==> config.mk <==
export PLATFORM = sky130hd
export DESIGN_NAME = count_seq_monitor
export DESIGN_NICKNAME = d
export VERILOG_FILES = /design/src/rtl/count_seq_monitor.sv
export SDC_FILE = /design/constraint.sdc
export NUM_CORES = 1
export LEC_CHECK = 0
export CAP_MARGIN = 20
export CORE_MARGIN = 2
export CORE_UTILIZATION = 39
export CTS_BUF_LIST = sky130_fd_sc_hd__clkbuf_4 sky130_fd_sc_hd__clkbuf_8
export DETAILED_ROUTE_END_ITERATION = 10
export RECOVER_POWER = 100
export SYNTH_ARGS = -nofsm -noshare
export SYNTH_HDL_FRONTEND = slang
export SYNTH_SLANG_ARGS = --single-unit
==> constraint.sdc <==
create_clock -name clk -period 3.6 [get_ports clk]
set_input_delay 0.72 -clock clk [delete_from_list [all_inputs] [get_ports clk]]
set_output_delay 0.72 -clock clk [all_outputs]
set_load 0.005 [all_outputs]
==> src/rtl/count_seq_monitor.sv <==
// Sequence checker for a free-running count bus: locks on the first sample,
// then flags mismatches, warns on prolonged holds and keeps saturating tallies.
module count_seq_monitor #(
    parameter int WIDTH       = 8,
    parameter int STALL_LIMIT = 4,
    parameter int TALLY_W     = 16
) (
    input  logic               clk,
    input  logic               rst_n,
    input  logic               en,
    input  logic [WIDTH-1:0]   count_in,
    input  logic               clear,
    output logic               locked,
    output logic               err_pulse,
    output logic               warn_pulse,
    output logic [TALLY_W-1:0] err_count,
    output logic [TALLY_W-1:0] warn_count,
    output logic [TALLY_W-1:0] wrap_count,
    output logic [WIDTH-1:0]   last_bad
);

    localparam logic [1:0] ST_UNLOCKED = 2'd0;
    localparam logic [1:0] ST_LOCKED   = 2'd1;
    localparam logic [1:0] ST_STALLED  = 2'd2;

    localparam logic [WIDTH-1:0]   ONE_W     = {{(WIDTH-1){1'b0}}, 1'b1};
    localparam logic [WIDTH-1:0]   ALL_ONES  = '1;
    localparam logic [TALLY_W-1:0] ONE_T     = {{(TALLY_W-1){1'b0}}, 1'b1};
    localparam logic [TALLY_W-1:0] TALLY_MAX = '1;
    localparam logic [7:0]         STALL_LIM = 8'(STALL_LIMIT);

    logic [1:0]         state, state_next;
    logic [WIDTH-1:0]   expected, expected_next;
    logic [WIDTH-1:0]   prev, prev_next;
    logic [7:0]         stall_cnt, stall_next;
    logic               err_next, warn_next, locked_next;
    logic [TALLY_W-1:0] err_cnt_next, warn_cnt_next, wrap_cnt_next;
    logic [WIDTH-1:0]   last_bad_next;
    logic               is_good, is_stall;

    function automatic logic [TALLY_W-1:0] sat_inc(input logic [TALLY_W-1:0] v);
        return (v == TALLY_MAX) ? v : v + ONE_T;
    endfunction

    assign is_good  = (count_in == expected);
    assign is_stall = (count_in == prev);

    always_comb begin
        state_next    = state;
        expected_next = expected;
        prev_next     = prev;
        stall_next    = stall_cnt;
        err_next      = 1'b0;
        warn_next     = 1'b0;
        err_cnt_next  = err_count;
        warn_cnt_next = warn_count;
        wrap_cnt_next = wrap_count;
        last_bad_next = last_bad;

        if (clear) begin
            state_next    = ST_UNLOCKED;
            expected_next = '0;
            prev_next     = '0;
            stall_next    = '0;
            err_cnt_next  = '0;
            warn_cnt_next = '0;
            wrap_cnt_next = '0;
            last_bad_next = '0;
        end else if (en) begin
            prev_next = count_in;
            case (state)
                ST_UNLOCKED: begin
                    expected_next = count_in + ONE_W;
                    stall_next    = '0;
                    state_next    = ST_LOCKED;
                end
                default: begin
                    // expected is always prev+1, so these three cases never overlap
                    if (is_good) begin
                        expected_next = expected + ONE_W;
                        stall_next    = '0;
                        state_next    = ST_LOCKED;
                        if (prev == ALL_ONES && count_in == '0)
                            wrap_cnt_next = sat_inc(wrap_count);
                    end else if (is_stall) begin
                        if (state != ST_STALLED) begin
                            stall_next = stall_cnt + 8'd1;
                            if (stall_cnt + 8'd1 == STALL_LIM) begin
                                warn_next     = 1'b1;
                                warn_cnt_next = sat_inc(warn_count);
                                state_next    = ST_STALLED;
                            end
                        end
                    end else begin
                        err_next      = 1'b1;
                        err_cnt_next  = sat_inc(err_count);
                        last_bad_next = count_in;
                        expected_next = count_in + ONE_W;
                        stall_next    = '0;
                        state_next    = ST_LOCKED;
                    end
                end
            endcase
        end
    end

    assign locked_next = (state_next != ST_UNLOCKED);

    always_ff @(posedge clk or negedge rst_n) begin
        if (!rst_n) begin
            state      <= ST_UNLOCKED;
            expected   <= '0;
            prev       <= '0;
            stall_cnt  <= '0;
            locked     <= 1'b0;
            err_pulse  <= 1'b0;
            warn_pulse <= 1'b0;
            err_count  <= '0;
            warn_count <= '0;
            wrap_count <= '0;
            last_bad   <= '0;
        end else begin
            state      <= state_next;
            expected   <= expected_next;
            prev       <= prev_next;
            stall_cnt  <= stall_next;
            locked     <= locked_next;
            err_pulse  <= err_next;
            warn_pulse <= warn_next;
            err_count  <= err_cnt_next;
            warn_count <= warn_cnt_next;
            wrap_count <= wrap_cnt_next;
            last_bad   <= last_bad_next;
        end
    end

endmodule

# Yosys cells after proc, flatten, opt, wreduce, memory -nomap -nowiden
# Cells that the tools add are included.
# totals
ff_bits,85
inputBits,12
# op_classes
muxes,57
n_addsub,6
eq_ne,16
n_reduce_logical,16
# op_table
op,n
$mux W16,20
$mux W8,18
$add A16 B1 Y16 const B,3
$eq A16 B16 Y1 const B,3
$add A8 B1 Y8 const B,3
$eq A8 B8 Y1,2
$mux W2,7
$ne A2 B2 Y1 const B,7
$reduce_bool A2 Y1,7
$mux W1,12
$reduce_and A5 Y1,2
$eq A8 B3 Y1 const B,1
$eq A8 B8 Y1 const B,1
$logic_not A8 Y1,1
$reduce_and A7 Y1,1
$ne A5 B3 Y1 const B,1
$ne A4 B3 Y1 const B,1
$reduce_and A2 Y1,2
$reduce_and A4 Y1,1
$logic_not A2 Y1,1
$logic_and A1 B1 Y1,1

# Depth between registers and ports, before layout
# Gate-level depths: netlist of run 1.
# logic_depth
depth_word,10
mapped_depth,10
mapped_depth_nobuf,8

# Worst setup path before layout of run 1
# OpenSTA, ideal clock, no wires.
# synth_path
path_type,input port to flip-flop
from,input port count_in[0]
to,register expected[2]
n_path_buf,2
t_arrival_ps,2468
slack_ps,1036
setup_time_ps,96
path_stages,8
path_cell_list,buf_2 > xnor2_1 > nand4_1 > or4_1 > buf_4 > or3_4 > o311a_1 > o32ai_2
# synth_between
elab_chain_len,6
elab_cells_between_ends,10
classes_between,1 x add/sub; 3 x eq/ne; 5 x mux; 1 x reduce/logical
# synth_lines
element,line,text
"start, declared",11,"input logic [WIDTH-1:0] count_in,"
$add A8 B1 Y8,"73, 98",
$mux W8,85,end else if (is_stall) begin
$mux W8,79,if (is_good) begin
$mux W8,71,case (state)
$mux W8,69,end else if (en) begin
$mux W8,60,if (clear) begin
"end signal, assigned",124,expected <= expected_next;
"end, declared",33,"logic [WIDTH-1:0] expected, expected_next;"
# Parallel ways exist; a longest one is shown, timed or not. The select of a mux whose other input is x is not followed.
# A chain may end at the register's enable or synchronous reset.

# Worst setup path in the final report of run 1
# layout_path
from,input port count_in[3]
to,register warn_count[6]
# layout_between
elab_chain_len,3
elab_cells_between_ends,5
classes_between,3 x eq/ne; 2 x reduce/logical
# layout_lines
element,line,text
$eq A8 B8 Y1 (on tied branches),"45, 46",
$ne A2 B2 Y1 (no line) / $reduce_bool A2 Y1 (equally long branches),--,
$reduce_and A7 Y1 (no line) (*),--,
"end signal, assigned",131,warn_count <= warn_cnt_next;
"end, declared",17,"output logic [TALLY_W-1:0] warn_count,"
# Every way passes the cells marked *; elsewhere a longest branch is shown, timed or not.

==> results of run 1 <==
==> final timing paths <==
path / to / startpoint / cells past startpoint
min in group asynchronous: stall_cnt[2] / rst_n / 1
worst max register to register: warn_count[6] / warn_count[0] / 8
worst max-delay path: warn_count[6] / count_in[3] / 8
max in group asynchronous: warn_count[14] / rst_n / 2
worst min register to register: last_bad[4] / last_bad[4] / 2
worst min-delay path: last_bad[4] / last_bad[4] / 2
==> where the power goes <==
group	total (mW)	internal (mW)	switching (mW)	leakage (nW)
registers	0.993	0.973	0.0203	1.17
logic	0.172	0.0674	0.104	1.27
clock network	0.766	0.397	0.368	0.102
total	1.93	1.44	0.493	2.54
==> per-layer routing <==
layer  vias to the layer above  track usage (%)
met3                        12             5.81
met4                         0             5.48
met5                         -                0
met2                        92             30.6
li1                       2048                -
met1                      2098             24.9
==> logic make-up (layout without fill, tap and decap cells) <==
kind of cell / after synthesis / in the layout / synth area share (%)
buffers and inverters: 40 / 115 / 3.48
XOR/XNOR: 32 / 32 / 5.74
flip-flops: 85 / 85 / 43.6
multiplexers: 18 / 18 / 3.79
adder cells (fa/ha/maj): 7 / 7 / 1.79
AO/OA/AOI/OAI: 94 / 94 / 13.3
AND/OR/NAND/NOR: 246 / 246 / 28.4
==> per-stage QoR <==
stage                     power, mW  setup slack [ps]  utilization (%)  instances
final                          1.93               470             49.1        765
after global routing           2.02               268             49.1        765
after CTS                      1.97               622             49.6        765
after detailed placement       1.20               210             47.8        749
after global placement         1.19               262             47.8        749
after floorplan                1.11              1040                -        522
==> layout make-up <==
| class | count | share of cell area, % |
|---|---|---|
| Clock buffer | 10 | 2.21 |
| Clock inverter | 6 | 1.47 |
| Inverter | 13 | 0.821 |
| Multi-Input combinational cell | 397 | 42.9 |
| Sequential cell | 85 | 35.8 |
| Tap cell | 168 | 3.54 |
| Timing Repair Buffer | 86 | 13.3 |
==> layout by cell type, fill, tap and decap left out, drive strengths merged, types with 3 or more instances in the layout <==
master	n
a21oi	38
and2	3
and3	12
and4	6
buf	11
clkbuf	17
clkdlybuf4s50	7
clkinvlp	3
dfrtp	85
dlygate4sd3	61
ha	7
inv	13
mux2	4
mux2i	14
nand2	47
nand2b	6
nand3	40
nand4	27
nor2	36
nor2b	8
nor3	7
nor4	6
nor4bb	3
o21a	3
o21ai	17
o22ai	3
o2bb2ai	6
o31ai	16
or2	4
or3	19
or4	15
xnor2	21
xor2	11
==> registers in the layout (all words and copies together), names as in the netlist, 2 cells and up <==
signal	flops
last_bad	8
expected	8
stall_cnt	8
state	2
err_count	16
wrap_count	16
warn_count	16
prev	8
==> critical path: stages <==
cell and delay [ps]:
dlygate4sd3_1 680, nand2b_1 150, nand4_1 160, nor4_4 430, nand3_2 350, clkbuf_1 360, or3_1 410, a21oi_1 170
==> flow_metrics.py, run 1 <==
metrics = {
    "run_status": {
        "status": "finished, violations left",
        "violations": "capacitance limit, slew limit",
    },
    "floorplan": {
        "initial_utilization_pct": 40.3,
        "io_pins": 71,
        "die_w_um": 116,
        "die_area_sq_um": 13400,
        "rows": 40,
        "die_y_um": 116,
        "design.core.area_sq_um": 12100,
    },
    "critical_path": {
        "crit_fanout": 17,
        "path_class": "input port to flop",
        "cp_data_required_time_ps": 3900,
        "critPathArrivalTime_ps": 3430,
        "worstSetupStartpointType": "input port",
        "endpoint_kind": "flop",
        "r2r_setup_slack_ps": 780,
    },
    "route": {
        "drt-total-wl_mm": 12.2,
        "routedWlPerCell_um": 15.9,
        "highest_layer": "met4",
        "drtIter0Drc": 348,
        "drc": 0,
        "wl_met2_mm": 5.84,
        "met1_length_mm": 5.60,
        "postRouteAntennaNets": 0,
        "vias": 4250,
        "via_per_inst": 5.56,
        "route.met3.wl_um": 528,
        "dr.pass1.iters": 4,
    },
    "clocking": {
        "cts_root_buf": "clkbuf_8",
        "cts_made_buffers": 9,
        "ctsHoldBuffers": 0,
        "cts.reportedPaths.clkPinSlew_ps": 80,
        "postCtsSetupBuffers": 0,
        "post_cts_resized": 0,
        "clk_latency_ps": 380,
        "clk_path_buf_depth": 2,
        "htree_num_levels": 3,
        "cts_sinks": 85,
        "cts_tree": "yes",
    },
    "synth": {
        "synth_top_area_share_pct": 43.6,
        "yosys-top-cells-count": "dfrtp_1 (85), nand2_1 (47), nand3_1 (39), a21oi_1 (37), nor2_1 (36)",
        "yosys.cell_types.count": 54,
        "syn_area_sq_um": 4880,
        "synth_area_leaders": "dfrtp_1 (44%), nand3_1 (4.0%), a21oi_1 (3.8%)",
        "synth.most_common_cell": "dfrtp_1",
        "synth_edf_count": 0,
        "yosys_warnings": 0,
        "avgSynthCellArea_sq_um": 9.36,
        "ys_seq_elements": 85,
        "async_flop_share_pct": 100,
        "synth_cells": 522,
        "synth.largest_area_cell": "dfrtp_1",
        "synth_seq_area_share_pct": 43.6,
        "syn_nets": 541,
        "synth-main-ff-cell": "dfrtp_1",
    },
    "placed_design": {
        "gp_congestion": 0.836,
        "port_buffers": 70,
        "placed_area_sq_um": 5790,
        "dp_hpwl_mm": 8.53,
    },
    "power": {
        "ir_drop_v": 0.000252,
        "p_leak_nw": 2.54,
        "p_per_area_nw_per_um2": 325,
    },
    "sta": {
        "setup_violations": 0,
        "fin_crit_sh_pct": 86.9,
        "rsz0062_at_grt": "false",
        "tns_ps": 0,
        "holdWs_ps": 533,
        "worst_slew_pin_slew_ps": 1710,
        "slew_violations": 69,
        "min_period_ps": 3130,
        "finClkSkew_ps": 14.8,
        "finalHoldViolations": 0,
        "max_freq_mhz": 320,
        "max_slew_margin_pct": -13.8,
    },
    "finish": {
        "multi_input_area_sq_um": 2550,
        "drive_gt1_share_pct": 7.71,
        "regArea_sq_um": 2130,
        "nFillCells": 1180,
        "antenna_cells": 0,
        "fin_nets": 611,
        "design_area_sq_um": 5940,
        "synthToLayoutAreaGrowth_pct": 21.7,
    },
    "min_path": {
        "hp-class": "flop to flop",
    },
    "global_routing": {
        "grt_pass1_wl_mm": 20.3,
        "grtUsageTotal_pct": 19.0,
        "grt_pass1_vias": 4026,
        "grt_overflow": 0,
        "grt_max_degree": 69,
        "antenna_found_initial": 0,
    },
    "job": {
        "drv_cap": 1,
    },
}
Power figures use the tool's default switching activity.
==> inputs of run 2 (changes only) <==
- SLEW_MARGIN: default -> 0
==> results of run 2 <==
Final layout, timing and power as in run 1 (identical DEF).
==> inputs of run 3 (changes only) <==
- CTS_CLUSTER_SIZE: default -> 20
==> results of run 3 <==
Final layout, timing and power as in run 1 (identical DEF).
